[config.mk]
export PLATFORM = sky130hd
export DESIGN_NAME = util_fifo_wr_arb
export DESIGN_NICKNAME = d
export VERILOG_FILES = /design/src/rtl/util_fifo_wr_arb.sv
export SDC_FILE = /design/constraint.sdc
export NUM_CORES = 1
export LEC_CHECK = 0
export ABC_AREA = 0
export ABC_CLOCK_PERIOD_IN_PS = 5200
export CAP_MARGIN = 20
export CORE_UTILIZATION = 42
export DETAILED_ROUTE_END_ITERATION = 6
export PLACE_DENSITY_LB_ADDON = 0.3
export SLEW_MARGIN = 15
export SYNTH_ARGS = -nofsm -noshare
export SYNTH_HDL_FRONTEND = slang
export SYNTH_SLANG_ARGS = --single-unit
[constraint.sdc]
create_clock -name clk -period 5.2 [get_ports clk]
set_clock_uncertainty 0.1 [all_clocks]
set_input_delay 1.04 -clock clk [delete_from_list [all_inputs] [get_ports clk]]
set_output_delay 1.04 -clock clk [all_outputs]
set_load 0.02 [all_outputs]
[src/rtl/util_fifo_wr_arb.sv]
// Round-robin write arbiter: grants one requester at a time a packet-long
// path into a single util_fifo write port, with a per-grant beat limit.
module util_fifo_wr_arb #(
  parameter int NUM_REQ    = 4,
  parameter int DATA_WIDTH = 8,
  parameter int MAX_BEATS  = 256
) (
  input  logic                          clk,
  input  logic                          rstn,
  input  logic [NUM_REQ*DATA_WIDTH-1:0] s_data,
  input  logic [NUM_REQ-1:0]            s_valid,
  input  logic [NUM_REQ-1:0]            s_last,
  output logic [NUM_REQ-1:0]            s_ready,
  output logic                          wr_en,
  output logic [DATA_WIDTH-1:0]         wr_data,
  input  logic                          wr_full,
  output logic [$clog2(NUM_REQ)-1:0]    grant,
  output logic                          busy,
  output logic                          overrun
);

  localparam int          GW       = $clog2(NUM_REQ);
  localparam int          CW       = $clog2(MAX_BEATS + 1);
  localparam int unsigned NREQ     = NUM_REQ;
  localparam logic [CW-1:0] CNT_LAST = CW'(MAX_BEATS - 1);
  localparam logic [GW-1:0] GRANT_RST_LAST = GW'(NUM_REQ - 1);

  typedef enum logic {
    IDLE,
    GRANT
  } state_t;

  state_t          state, state_nxt;
  logic [GW-1:0]   grant_q, grant_nxt;
  logic [GW-1:0]   last_grant, last_grant_nxt;
  logic [CW-1:0]   beat_cnt, beat_cnt_nxt;
  logic            overrun_q, overrun_nxt;

  logic                  sel_valid;
  logic                  sel_last;
  logic [DATA_WIDTH-1:0] sel_data;
  logic                  accept;
  logic                  pick_found;
  logic [GW-1:0]         pick_idx;
  logic [GW-1:0]         scan_idx;

  // Owner lane mux, written as a compare loop so non-power-of-two NUM_REQ
  // never indexes past the last lane.
  always_comb begin
    sel_valid = 1'b0;
    sel_last  = 1'b0;
    sel_data  = '0;
    for (int unsigned i = 0; i < NREQ; i++) begin
      if (grant_q == GW'(i)) begin
        sel_valid = s_valid[i];
        sel_last  = s_last[i];
        sel_data  = s_data[i*DATA_WIDTH +: DATA_WIDTH];
      end
    end
  end

  always_comb begin
    s_ready = '0;
    if (state == GRANT && !wr_full) begin
      for (int unsigned i = 0; i < NREQ; i++) begin
        s_ready[i] = (grant_q == GW'(i));
      end
    end
  end

  assign accept  = (state == GRANT) && !wr_full && sel_valid;
  assign wr_en   = accept;
  assign wr_data = sel_data;

  // Round-robin scan starting just after the previous owner.
  always_comb begin
    pick_found = 1'b0;
    pick_idx   = '0;
    scan_idx   = '0;
    for (int unsigned k = 0; k < NREQ; k++) begin
      scan_idx = GW'((32'(last_grant) + k + 1) % NREQ);
      if (!pick_found && s_valid[scan_idx]) begin
        pick_found = 1'b1;
        pick_idx   = scan_idx;
      end
    end
  end

  always_comb begin
    state_nxt      = state;
    grant_nxt      = grant_q;
    last_grant_nxt = last_grant;
    beat_cnt_nxt   = beat_cnt;
    overrun_nxt    = overrun_q;
    case (state)
      IDLE: begin
        if (pick_found) begin
          state_nxt    = GRANT;
          grant_nxt    = pick_idx;
          beat_cnt_nxt = '0;
        end
      end
      GRANT: begin
        if (accept) begin
          beat_cnt_nxt = beat_cnt + 1'b1;
          // End-of-packet takes precedence over the beat-limit release.
          if (sel_last) begin
            state_nxt      = IDLE;
            last_grant_nxt = grant_q;
          end else if (beat_cnt == CNT_LAST) begin
            state_nxt      = IDLE;
            last_grant_nxt = grant_q;
            overrun_nxt    = 1'b1;
          end
        end
      end
      default: state_nxt = IDLE;
    endcase
  end

  always_ff @(posedge clk or negedge rstn) begin
    if (!rstn) begin
      state      <= IDLE;
      grant_q    <= '0;
      last_grant <= GRANT_RST_LAST;
      beat_cnt   <= '0;
      overrun_q  <= 1'b0;
    end else begin
      state      <= state_nxt;
      grant_q    <= grant_nxt;
      last_grant <= last_grant_nxt;
      beat_cnt   <= beat_cnt_nxt;
      overrun_q  <= overrun_nxt;
    end
  end

  assign grant   = grant_q;
  assign busy    = (state == GRANT);
  assign overrun = overrun_q;

endmodule

== After elaboration in Yosys (flattened, before gate mapping) ==
Index checks and enable logic that the tools add are counted.

* Logic and storage cells: 78
* Bits in latches: 0
* Memories kept: 0
* RAM bits: 0
* Input port bits: 43
* ROM bits: 0
* Register bits after elaboration: 15

* Shifts and indexed selects: 0
* Bitwise gates (word level): 2
* Multiply operators: 0
* Eq/ne operators: 6
* Reduce and logical (&&, ||, !) cells: 15
* Magnitude comparators: 4
* Divide/modulo/power cells: 0
* Mux-type cells: 39
* Add/subtract/negate cells: 7

{| class="wikitable"
|+ Operators by type and width
! operator !! count
|-
| 2-to-1 mux 8 bit || 4
|-
| 2-to-1 mux 1 bit || 20
|-
| 2-to-1 mux 9 bit || 2
|-
| one-hot mux 9 bit (2 select lines) || 1
|-
| < comparator 2 x 3 -> 1 bit, second input constant || 4
|-
| 2-to-1 mux 2 bit || 6
|-
| adder 9 x 1 -> 9 bit, second input constant || 1
|-
| == test 9 x 8 -> 1 bit, second input constant || 1
|-
| adder 2 x 1 -> 2 bit, second input constant || 4
|-
| binary-select mux 1 bit (select 2 bit) || 4
|-
| logical AND 1 bit || 5
|-
| adder 2 bit, second input constant || 2
|-
| == test 2 bit, second input constant || 2
|-
| logical NOT 1 bit || 4
|-
| 2-to-1 mux 4 bit || 1
|-
| inequality test 2 bit, second input constant || 2
|-
| AND reduction 2 bit || 2
|-
| AND reduction 4 bit || 1
|-
| AND reduction 3 bit || 1
|-
| == test 2 x 1 -> 1 bit, second input constant || 1
|-
| logical NOT 2 bit || 1
|-
| inverter 1 bit || 2
|-
| one-hot mux 1 bit (2 select lines) || 1
|-
| nonzero test 2 bit || 1
|}

== Logic depth before layout (Yosys ltp) ==
Gate-level depths: netlist of the first run.

* Word-level depth: 15
* Depth in mapped cells: 7

== Worst setup path before layout of the first run ==
Ideal clock, no wire load.

* Path type: input port to output port
* From: input port wr_full
* To: output port wr_en
* Required time: 4.060 ns
* Path slack: 2.176 ns
* Stages on the path: 4
* Arrival: 1.884 ns
* Cell sequence: or3b_4 o22a_4 buf_6 inv_2

* Longest elaborated chain between the ends: 3

{| class="wikitable"
|+ Ends and longest elaborated chain
! item !! RTL line !! RTL
|-
| from (decl) || 16 || <nowiki>input logic wr_full,</nowiki>
|-
| logical NOT 1 bit || 71 || <nowiki>assign accept = (state == GRANT) && !wr_full && sel_valid;</nowiki>
|-
| logical AND 1 bit (2 in a row) || 71 ||
|-
| to (decl) || 14 || <nowiki>output logic wr_en,</nowiki>
|}

No other way between the ends.

== Worst setup path after layout of the first run ==
Ends and elaborated chain as after synthesis.

==> flow_summary.yaml, run 1 <==
sta:
  finalSetupTns_ns: 0
  timing.fmax_mhz: 250
  minimum_period_implied_by_the_final_worst_setup_slack_ns: 4.00
  slew_viol_final: 0
  timing.final.setup_violations: 0
  max_slew.worst_pin.slew_ns: 0.790
  grt_setup_unrepaired: "false"
  maxSlewHeadroom_pct: 47.3
  finalCritPeriodShare_pct: 77.0
  final-hold-violation-count: 0
synth:
  yosysTopAreaCellShare_pct: 29.3
  synth_flop_cell: "dfrtp_1"
  number_of_flops_mapped_to_enable_cells_by_yosys: 0
  syn_inst: 103
  synth_top_cells_by_area: "dfrtp_1, mux4_2, mux2i_1"
  synth_largest_area_cell: "dfrtp_1"
  synthesis.area_per_instance_um2: 10.8
  synthesized_area_fraction_occupied_by_ao_oa_aoi_and_oai_cells_pct: 11.4
  ys_warn_count: 0
  synth.yosys.seq_area_share_pct: 34.1
  synth_adder_area_share_pct: 2.26
  synth_top_family_by_area: "multiplexers"
  synth.cell_area_um2: 1110
  synth_async_sr_flop_share_pct: 100
  yosys.area_share.simple_pct: 19.6
  post_synth_most_frequent_cells: "dfrtp_1, a21oi_1, mux4_2, nor2_1"
  yosys_register_bits: 15
  synth_fp_nets: 148
  yosysMostFrequentCell: "dfrtp_1"
  post_synth_mux_area_share_pct: 27.7
  synth_xor_area_share_pct: 0
  post_synth_num_cell_types: 36
worst_setup_path:
  crit_top_cell: "clkdlybuf4s50_1"
  worst_setup_path_end_kind: "output pin"
  cp_top_family: "buffers and inverters"
  path_buf_inv: 3
  crit_slowest_cell: "clkdlybuf4s50_1"
  timing.critical_path.fanout_max: 13
  required_arrival_time_at_the_worst_endpoint_ns: 4.06
  arrival_ns: 2.86
  path_cells: "clkdlybuf4s50_1 > or3b_4 > o22a_4 > inv_2 > clkdlybuf4s50_1"
  critical-path-max-stage-delay_ns: 0.61
  worstSetupStartpointType: "input pin"
  timing.setup.critical_path_class: "in -> out"
power:
  pwr_density_cell_nw_per_um2: 417
  comb_power_share_pct: 58.4
  total_internal_power_mw: 0.421
  total_switching_power_mw: 0.297
  power_frac_clock_pct: 9.3
  swShare_pct: 41.3
  ir_worst_vdd_v: 0.000389
  post-layout-total-power_mw: 0.718
  static-leakage-power_nw: 0.674
  power.sequential.fraction_pct: 32.3
finish:
  layout.cells.non_filler: 190
  fin_area_um2: 1720
  areaGrowthSynthToFinish_pct: 55.4
  fraction_of_layout_cells_with_a_size_suffix_above_1_pct: 12.5
  fill_cell_instance_count_of_the_final_layout: 193
  insertedDiodeCount: 0
  finalNetCount: 206
clock_network:
  cts_buffers: 3
  library_cell_used_as_clock_root_buffer: "clkbuf_4"
  count_of_clock_tree_sinks: 15
  path_clk_slew_ns: 0.08
  cts_max_path_buffers: 2
  post_cts_resized: 0
  cts-htree-levels: 1
  post_cts.repair.setup_buffers: 0
  cts_tree: "yes"
  postCtsHoldBufs: 0
  clkLatencyLatePin_ns: 0.29
flow_run:
  maxCapViolations: 0
detailed_routing:
  vias: 1091
  detailedRoute.firstIterationViolations: 21
  post_drt_wl_per_cell_um: 15.9
  vias_per_cell: 5.74
  routed_wl_mm: 3.03
  dr.pass1.iters: 4
  post-route-drc-count: 0
  drt.antenna.violating_nets: 0
grt:
  grt_max_degree: 18
  grt_pass1_vias: 1075
  overflow: 0
  grt_first_pass_wirelength_mm: 4.65
  groute.usage.overall_pct: 22.9
  antenna_found_initial: 0
die:
  die-area_um2: 2850
  fp.coreArea_um2: 2480
  floorplan.rows: 18
  die_y_um: 53.4
  io_pins: 60
  die_w_um: 53.4
  initial_core_util_pct: 44.7
placement:
  dp_cells: 186
  placement.io_buffers: 59
  detailed_place.area_um2: 1700
  dp_hpwl_mm: 2.41
  routabilityCongestion: 0.808
run_status:
  status: "completed"
worst_hold_path:
  timing.hold.worst.class: "reg -> reg"
## worst register-to-register path, stage by stage, from the launching register on
cell and delay [ns]:
dfrtp_1 0.87, mux2i_1 0.24, o22a_4 0.35, or4_1 0.49, a21oi_1 0.19
## path summary, 6_finish.rpt
kind / start / slack [ns] / cells past startpoint / endpoint
worst max-delay path: wr_full / 1.20 / 5 / wr_en
worst min-delay path: overrun / 0.37 / 1 / overrun
worst max register to register: grant[0] / 2.87 / 4 / beat_cnt[7]
worst min register to register: overrun / 0.37 / 1 / overrun
max in group asynchronous: rstn / 3.53 / 1 / beat_cnt[4]
min in group asynchronous: rstn / 1.04 / 1 / beat_cnt[1]
## cell usage in the layout (no fill, tap or decap)
cell             netlist  routed
a31o_1                 1       1
o31ai_1                2       2
dfrtp_1               13      13
inv_2                  1       1
mux2_1                 3       3
or3_1                  2       2
ha_1                   2       2
nor4_2                 1       1
o32ai_1                1       1
mux2i_1                7       7
nand3b_1               1       1
a211oi_1               1       1
nor2_1                 8       8
or4_1                  3       3
o21ai_1                4       4
nor2b_1                2       2
o22a_4                 1       1
nand2b_1               1       1
a22o_1                 1       1
clkdlybuf4s50_1        0      59
dfstp_2                2       2
nand3_1                4       4
nand2_1                7       7
or3b_4                 1       1
nand4_1                2       2
nor3_1                 1       1
mux4_2                 8       8
mux2_2                 2       2
clkbuf_1               2       1
and3b_1                1       1
nor4b_2                1       1
clkbuf_4               0       3
a21oi_1                8       8
or2b_1                 1       1
inv_1                  3       3
nor3b_1                1       1
## through the flow
step	setup WS, ns	utilization, %	hold WS (ns)
after floorplan	2.18	-	0.348
after global placement	1.21	68.5	0.356
after detailed placement	1.20	68.5	0.365
after CTS	1.20	69.5	0.384
after global routing	1.09	69.5	0.404
final	1.20	69.5	0.374
## cell families (layout without fill, tap and decap cells)
kind of cell | count (synthesis) | in the layout
compound gates | 19 | 19
flops | 15 | 15
fa+ha+maj | 2 | 2
simple gates | 37 | 37
mux | 20 | 20
buf+inv | 10 | 67
## sequential cells by signal, indices dropped and copies added (netlist names)
signal,flops
beat_cnt,9
busy,1
grant,2
last_grant,2
overrun,1
## power by group through the flow
stage	clock [mW]	sequential [mW]	combinational (mW)
2_1_floorplan	0	0.195	0.299
4_1_cts	0.0694	0.231	0.422
3_3_place_gp	0	0.231	0.411
3_5_place_dp	0	0.234	0.421
6_report	0.0665	0.232	0.420
5_1_grt	0.0778	0.242	0.453
## final cells by class
cell class / count / area (um2) / share of cell area [%]
Clock buffer: 4 / 26.3 / 1.53
Sequential cell: 15 / 378 / 21.9
Inverter: 4 / 15.0 / 0.871
Multi-Input combinational cell: 78 / 676 / 39.2
Timing Repair Buffer: 59 / 591 / 34.3
Tap cell: 30 / 37.5 / 2.18
## layer usage
layer	global-route usage, %	wire length, um	vias to the layer above
li1	-	-	508
met1	24.1	1150	527
met2	43.8	1550	54
met3	5.75	292	2
met4	6.58	29	0
met5	0	0	-
Note: power is estimated with default switching activity, not from simulation.
==> inputs of run 2 (changes only) <==
Settings changed: ABC_CLOCK_PERIOD_IN_PS 5200 to 3400, CORE_UTILIZATION 42 to 35.
Clock period 5.2 ns to 3.4 ns, I/O delays scaled along.
==> run 2 against run 1 <==
Clock power up 58%. Worst hold slack better by 0.0092 ns. Combinational power up 61%. Setup slack worse by 1.0 ns. Register-to-register slack worse by 1.8 ns. First-iteration DRC count up 43%. Count of clock-buffer cells in the layout unchanged. Core utilization down 12 points. Cell count up 8.4%. Cell area up 1.9%. Critical path depth unchanged. Wire length down 3.3%. Critical endpoint unchanged.
==> flow_summary.yaml, run 2 (synthesis gave the netlist of run 1 again) <==
placement:
  routabilityCongestion: 0.724
  dp_hpwl_mm: 2.38
  dp_worst_setup_slack_ns: 0.151
  detailed_place.area_um2: 1730
  dp_cells: 202
  placement.io_buffers: 59
finish:
  fraction_of_layout_cells_with_a_size_suffix_above_1_pct: 13.6
  fin_area_um2: 1760
  final_util_pct: 58.0
  fill_cell_instance_count_of_the_final_layout: 287
  insertedDiodeCount: 0
  top_register: "beat_cnt"
  areaGrowthSynthToFinish_pct: 58.4
  layout.cells.non_filler: 206
  finalNetCount: 208
  largest_register_ffs: 9
  layout.cells.most_common: "clkdlybuf4s50_1"
  final_cell_mix: "clkdlybuf4s50_1, dfrtp_1, nor2_1, mux4_2, a21oi_1"
grt:
  grt_pass1_vias: 1020
  grt_max_degree: 18
  antenna_found_initial: 0
  grt_first_pass_wirelength_mm: 4.64
  groute.usage.overall_pct: 17.8
  overflow: 0
worst_setup_path:
  arrival_ns: 2.46
  path_cells: "clkdlybuf4s50_1 > or3b_4 > o22a_4 > inv_2 > clkdlybuf4s50_1"
  reg2reg_from: "grant[0]"
  crit_slowest_cell: "clkdlybuf4s50_1"
  timing.rr.end: "beat_cnt[5]"
  ff2ff_setup_slack_ns: 1.06
  worstSetupStartpointType: "input pin"
  timing.setup.critical_path_class: "in -> out"
  timing.critical_path.fanout_max: 6
  crit_top_cell: "clkdlybuf4s50_1"
  cp-endpoint: "wr_en"
  worst_setup_path_end_kind: "output pin"
  worstRegToRegCells: 5
  required_arrival_time_at_the_worst_endpoint_ns: 2.62
  start_point_of_the_critical_path: "wr_full"
  critical-path-max-stage-delay_ns: 0.62
power:
  total_switching_power_mw: 0.457
  comb_power_share_pct: 60.9
  pwr_density_cell_nw_per_um2: 633
  total_internal_power_mw: 0.654
  power_frac_clock_pct: 9.4
  ir_worst_vdd_v: 0.000308
  static-leakage-power_nw: 0.684
  power.sequential.fraction_pct: 29.7
  swShare_pct: 41.1
  post-layout-total-power_mw: 1.11
detailed_routing:
  post-route-drc-count: 0
  drt.antenna.violating_nets: 0
  vias: 1074
  post_drt_wl_per_cell_um: 14.2
  vias_per_cell: 5.21
  dr.pass1.iters: 4
  detailedRoute.firstIterationViolations: 30
  routed_wl_mm: 2.93
sta:
  timing.final.setup_violations: 0
  postLayoutSetupSlackWorst_ns: 0.157
  finalSetupTns_ns: 0
  max_slew.worst_pin.slew_ns: 0.780
  grt_setup_unrepaired: "false"
  minimum_period_implied_by_the_final_worst_setup_slack_ns: 3.24
  finalCritPeriodShare_pct: 95.4
  maxSlewHeadroom_pct: 48.0
  timing.fmax_mhz: 308
  final-hold-violation-count: 0
  hold_slack_ns: 0.383
  slew_viol_final: 0
die:
  die_w_um: 58.3
  die_y_um: 58.3
  initial_core_util_pct: 36.6
  die-area_um2: 3400
  io_pins: 60
  fp.coreArea_um2: 3030
  floorplan.rows: 20
flow_run:
  maxCapViolations: 0
clock_network:
  post_cts_resized: 0
  clkLatencyLatePin_ns: 0.29
  cts_tree: "yes"
  cts_buffers: 3
  cts-htree-levels: 1
  library_cell_used_as_clock_root_buffer: "clkbuf_4"
  count_of_clock_tree_sinks: 15
  post_cts.repair.setup_buffers: 0
  cts_max_path_buffers: 2
  path_clk_slew_ns: 0.09
  postCtsHoldBufs: 0
worst_hold_path:
  timing.hold.worst.class: "reg -> reg"
  hold_depth: 1
run_status:
  status: "completed"
run 2: cell count changes in the layout (fill, tap and decap cells not counted), sizes merged:
| cell | previous run | this run |
|---|---|---|
| buf | 0 | 2 |
run 2: how the worst min path moves through the flow:
stage	from	endpoint
final	overrun	overrun
after global routing	overrun	overrun
after CTS	overrun	overrun
after detailed placement	overrun	overrun
after global placement	overrun	overrun
after floorplan	rstn	beat_cnt[0]
run 2: final cells by class:
class	instances	area (um2)	share of cell area, %
clock buffer	4	26.3	1.50
multi-input combinational	78	676	38.5
sequential	15	378	21.5
inverter	4	15.0	0.855
tap	44	55.1	3.14
timing repair buffer	61	606	34.5
run 2: critical path: cells and delay by family:
kind,cells,cell delay (ns)
buf+inv,3,1.16
simple gates,1,0.43
compound gates,1,0.20
run 2: routing by layer:
metal  share of wire (%)  global-route usage, %
met2                  47                   30.9
met4                 2.8                   9.52
met3                  10                   4.02
met5                   0                      0
met1                  40                   20.2
run 2: power groups by stage:
stage	sequential (mW)	clock (mW)	combinational, mW
2_1_floorplan	0.299	0	0.458
3_3_place_gp	0.330	0	0.668
3_5_place_dp	0.334	0	0.681
4_1_cts	0.330	0.107	0.683
5_1_grt	0.344	0.115	0.726
6_report	0.330	0.105	0.677
==> inputs of run 3 (changes only) <==
Settings changed: ABC_AREA 0 to 1, ABC_CLOCK_PERIOD_IN_PS 3400 to 4100, CORE_UTILIZATION 35 to 44, GPL_TIMING_DRIVEN set to 0.
Clock period 3.4 ns to 4.1 ns, I/O delays scaled along.
==> run 3 against run 2 <==
Synthesized cell count up 100%. Cell count up 46%. Combinational power rose by 25%. Clock power decreased by 20%. Via count up 38%. Global-route usage is 5.4 points higher. Count of clock-buffer cells in the layout stayed put. Total power increased by 4.6%. Area after synthesis grew 16%. Sequential cell count stayed put. Core utilization increased by 12 points. Largest cell class unchanged.
==> flow_summary.yaml, run 3 <==
run_status:
  status: "completed"
worst_setup_path:
  arrival_ns: 2.39
  reg2reg_from: "last_grant[0]"
  timing.setup.critical_path_class: "in -> out"
  timing.rr.end: "beat_cnt[7]"
  path_cells: "clkdlybuf4s50_1 > nor2_1 > inv_1 > nor2_2 > nand2_1 > nand2_2 > clkdlybuf4s50_1"
  required_arrival_time_at_the_worst_endpoint_ns: 3.18
  crit_slowest_cell: "clkdlybuf4s50_1"
  worst_setup_path_end_kind: "output pin"
  worstSetupStartpointType: "input pin"
  start_point_of_the_critical_path: "wr_full"
  crit_top_cell: "clkdlybuf4s50_1"
  worst-path-stages: 7
  ff2ff_setup_slack_ns: 2.25
  cp_top_family: "buffers and inverters"
  path_buf_inv: 3
  critical-path-max-stage-delay_ns: 0.61
  worstRegToRegCells: 12
  timing.critical_path.fanout_max: 4
finish:
  final_cell_mix: "nand2_1, clkdlybuf4s50_1, nand3_1, inv_1, nor2_1"
  largest_register_ffs: 9
  finalNetCount: 316
  fraction_of_layout_cells_with_a_size_suffix_above_1_pct: 8.52
  areaGrowthSynthToFinish_pct: 50.9
  insertedDiodeCount: 0
  top_register: "beat_cnt"
  fill_cell_instance_count_of_the_final_layout: 253
  fin_area_um2: 1940
  layout.cells.non_filler: 301
  layout.cells.most_common: "nand2_1"
synth:
  number_of_flops_mapped_to_enable_cells_by_yosys: 0
  synth_top_cells_by_area: "dfrtp_1, nand2_1, nand3_1"
  synth_fp_nets: 252
  syn_inst: 207
  ys_warn_count: 0
  synthesis.area_per_instance_um2: 6.22
  synth_flop_cell: "dfrtp_1"
  yosysMostFrequentCell: "nand2_1"
  synth_async_sr_flop_share_pct: 100
  synth.yosys.seq_area_share_pct: 29.3
  synth.cell_area_um2: 1290
  yosys_register_bits: 15
  post_synth_most_frequent_cells: "nand2_1, nand3_1, inv_1, nor2_1, dfrtp_1"
  synth_largest_area_cell: "dfrtp_1"
  post_synth_num_cell_types: 29
  yosysTopAreaCellShare_pct: 25.3
worst_hold_path:
  worstHoldStart: "overrun"
  hold_depth: 1
  timing.hold.worst.class: "reg -> reg"
  hold_path_end: "overrun"
die:
  die_w_um: 56.1
  initial_core_util_pct: 46.7
  die-area_um2: 3150
  die_y_um: 56.1
  floorplan.rows: 19
  fp.coreArea_um2: 2760
  io_pins: 60
grt:
  busiest_layer: "met2"
  grt_first_pass_wirelength_mm: 5.89
  groute.usage.overall_pct: 23.2
  grt_pass1_vias: 1331
  grt_util_met1_pct: 30.4
  overflow: 0
  met3_usage_pct: 2.79
  grt_max_degree: 16
  grtUsageMet2_pct: 41.2
  antenna_found_initial: 0
sta:
  final-hold-violation-count: 0
  timing.fmax_mhz: 302
  slew_viol_final: 0
  finalSetupTns_ns: 0
  timing.final.setup_violations: 0
  finalCritPeriodShare_pct: 80.7
  minimum_period_implied_by_the_final_worst_setup_slack_ns: 3.31
  max_slew.worst_pin.slew_ns: 0.630
  grt_setup_unrepaired: "false"
  maxSlewHeadroom_pct: 57.9
  postLayoutSetupSlackWorst_ns: 0.792
detailed_routing:
  drt.antenna.violating_nets: 0
  post_drt_wl_per_cell_um: 12.0
  vias_per_cell: 4.92
  post-route-drc-count: 0
  dr.pass1.iters: 4
  detailedRoute.firstIterationViolations: 62
  vias: 1481
  routed_wl_mm: 3.63
clock_network:
  post_cts.repair.setup_buffers: 0
  path_clk_slew_ns: 0.08
  cts_tree: "yes"
  cts_max_path_buffers: 2
  count_of_clock_tree_sinks: 15
  cts_buffers: 3
  library_cell_used_as_clock_root_buffer: "clkbuf_4"
  post_cts_resized: 0
  cts-htree-levels: 1
  postCtsHoldBufs: 0
  clkLatencyLatePin_ns: 0.28
placement:
  detailed_place.area_um2: 1920
  placement.io_buffers: 59
  routabilityCongestion: 0.790
  dp_cells: 297
  dp_hpwl_mm: 2.94
  dp_worst_setup_slack_ns: 0.791
power:
  static-leakage-power_nw: 0.942
  pwr_density_cell_nw_per_um2: 598
  ir_worst_vdd_v: 0.000396
flow_run:
  maxCapViolations: 0
run 3: cell count changes in the layout (fill, tap and decap cells not counted), moves of 5 or more:
cell / previous run / this run
nand2_1: 7 / 82
nand3_1: 4 / 28
inv_1: 3 / 17
mux4_2: 8 / 0
mux2i_1: 7 / 0
nor2_1: 8 / 14
a21oi_1: 8 / 3
nand4_1: 2 / 7
run 3: power breakdown:
group	internal, mW	switching (mW)
sequential	0.190	0.0455
combinational	0.343	0.500
clock	0.0378	0.0460
run 3: cell families after synthesis:
| kind of cell | after synthesis | share of synthesized area, % |
|---|---|---|
| XOR/XNOR | 5 | 3.40 |
| adder cells (fa/ha/maj) | 2 | 1.94 |
| AND/OR/NAND/NOR | 143 | 49.1 |
| buffers and inverters | 27 | 9.43 |
| AO/OA/AOI/OAI | 15 | 6.80 |
| flip-flops | 15 | 29.3 |
run 3: cell type report:
class,count,area [um2],area share [%]
Buffer,4,32.5,1.67
Clock buffer,4,26.3,1.35
Inverter,23,88.8,4.57
Multi-Input combinational cell,165,788,40.6
Sequential cell,15,378,19.4
Tap cell,31,38.8,2.00
Timing Repair Buffer,59,591,30.4
run 3: worst max path at each step:
stage / end / slack [ns]
2_1_floorplan: wr_en / 1.68
3_3_place_gp: wr_en / 0.82
3_5_place_dp: wr_en / 0.79
4_1_cts: wr_en / 0.78
5_1_grt: wr_en / 0.70
6_report: wr_en / 0.79
run 3: per-layer routing:
| metal | share of wire, % | vias up |
|---|---|---|
| met1 | 47 | 653 |
| met5 | 0 | - |
| met4 | 0.91 | 0 |
| met3 | 2.9 | 5 |
| met2 | 49 | 26 |
| li1 | - | 797 |
run 3: metrics by stage:
| step | util [%] | hold WS (ns) | total power [mW] |
|---|---|---|---|
| 2_1_floorplan | - | 0.384 | 0.775 |
| 3_3_place_gp | 69.5 | 0.364 | 1.08 |
| 5_1_grt | 70.5 | 0.413 | 1.27 |
| 3_5_place_dp | 69.5 | 0.370 | 1.09 |
| 6_report | 70.5 | 0.386 | 1.16 |
| 4_1_cts | 70.5 | 0.390 | 1.17 |
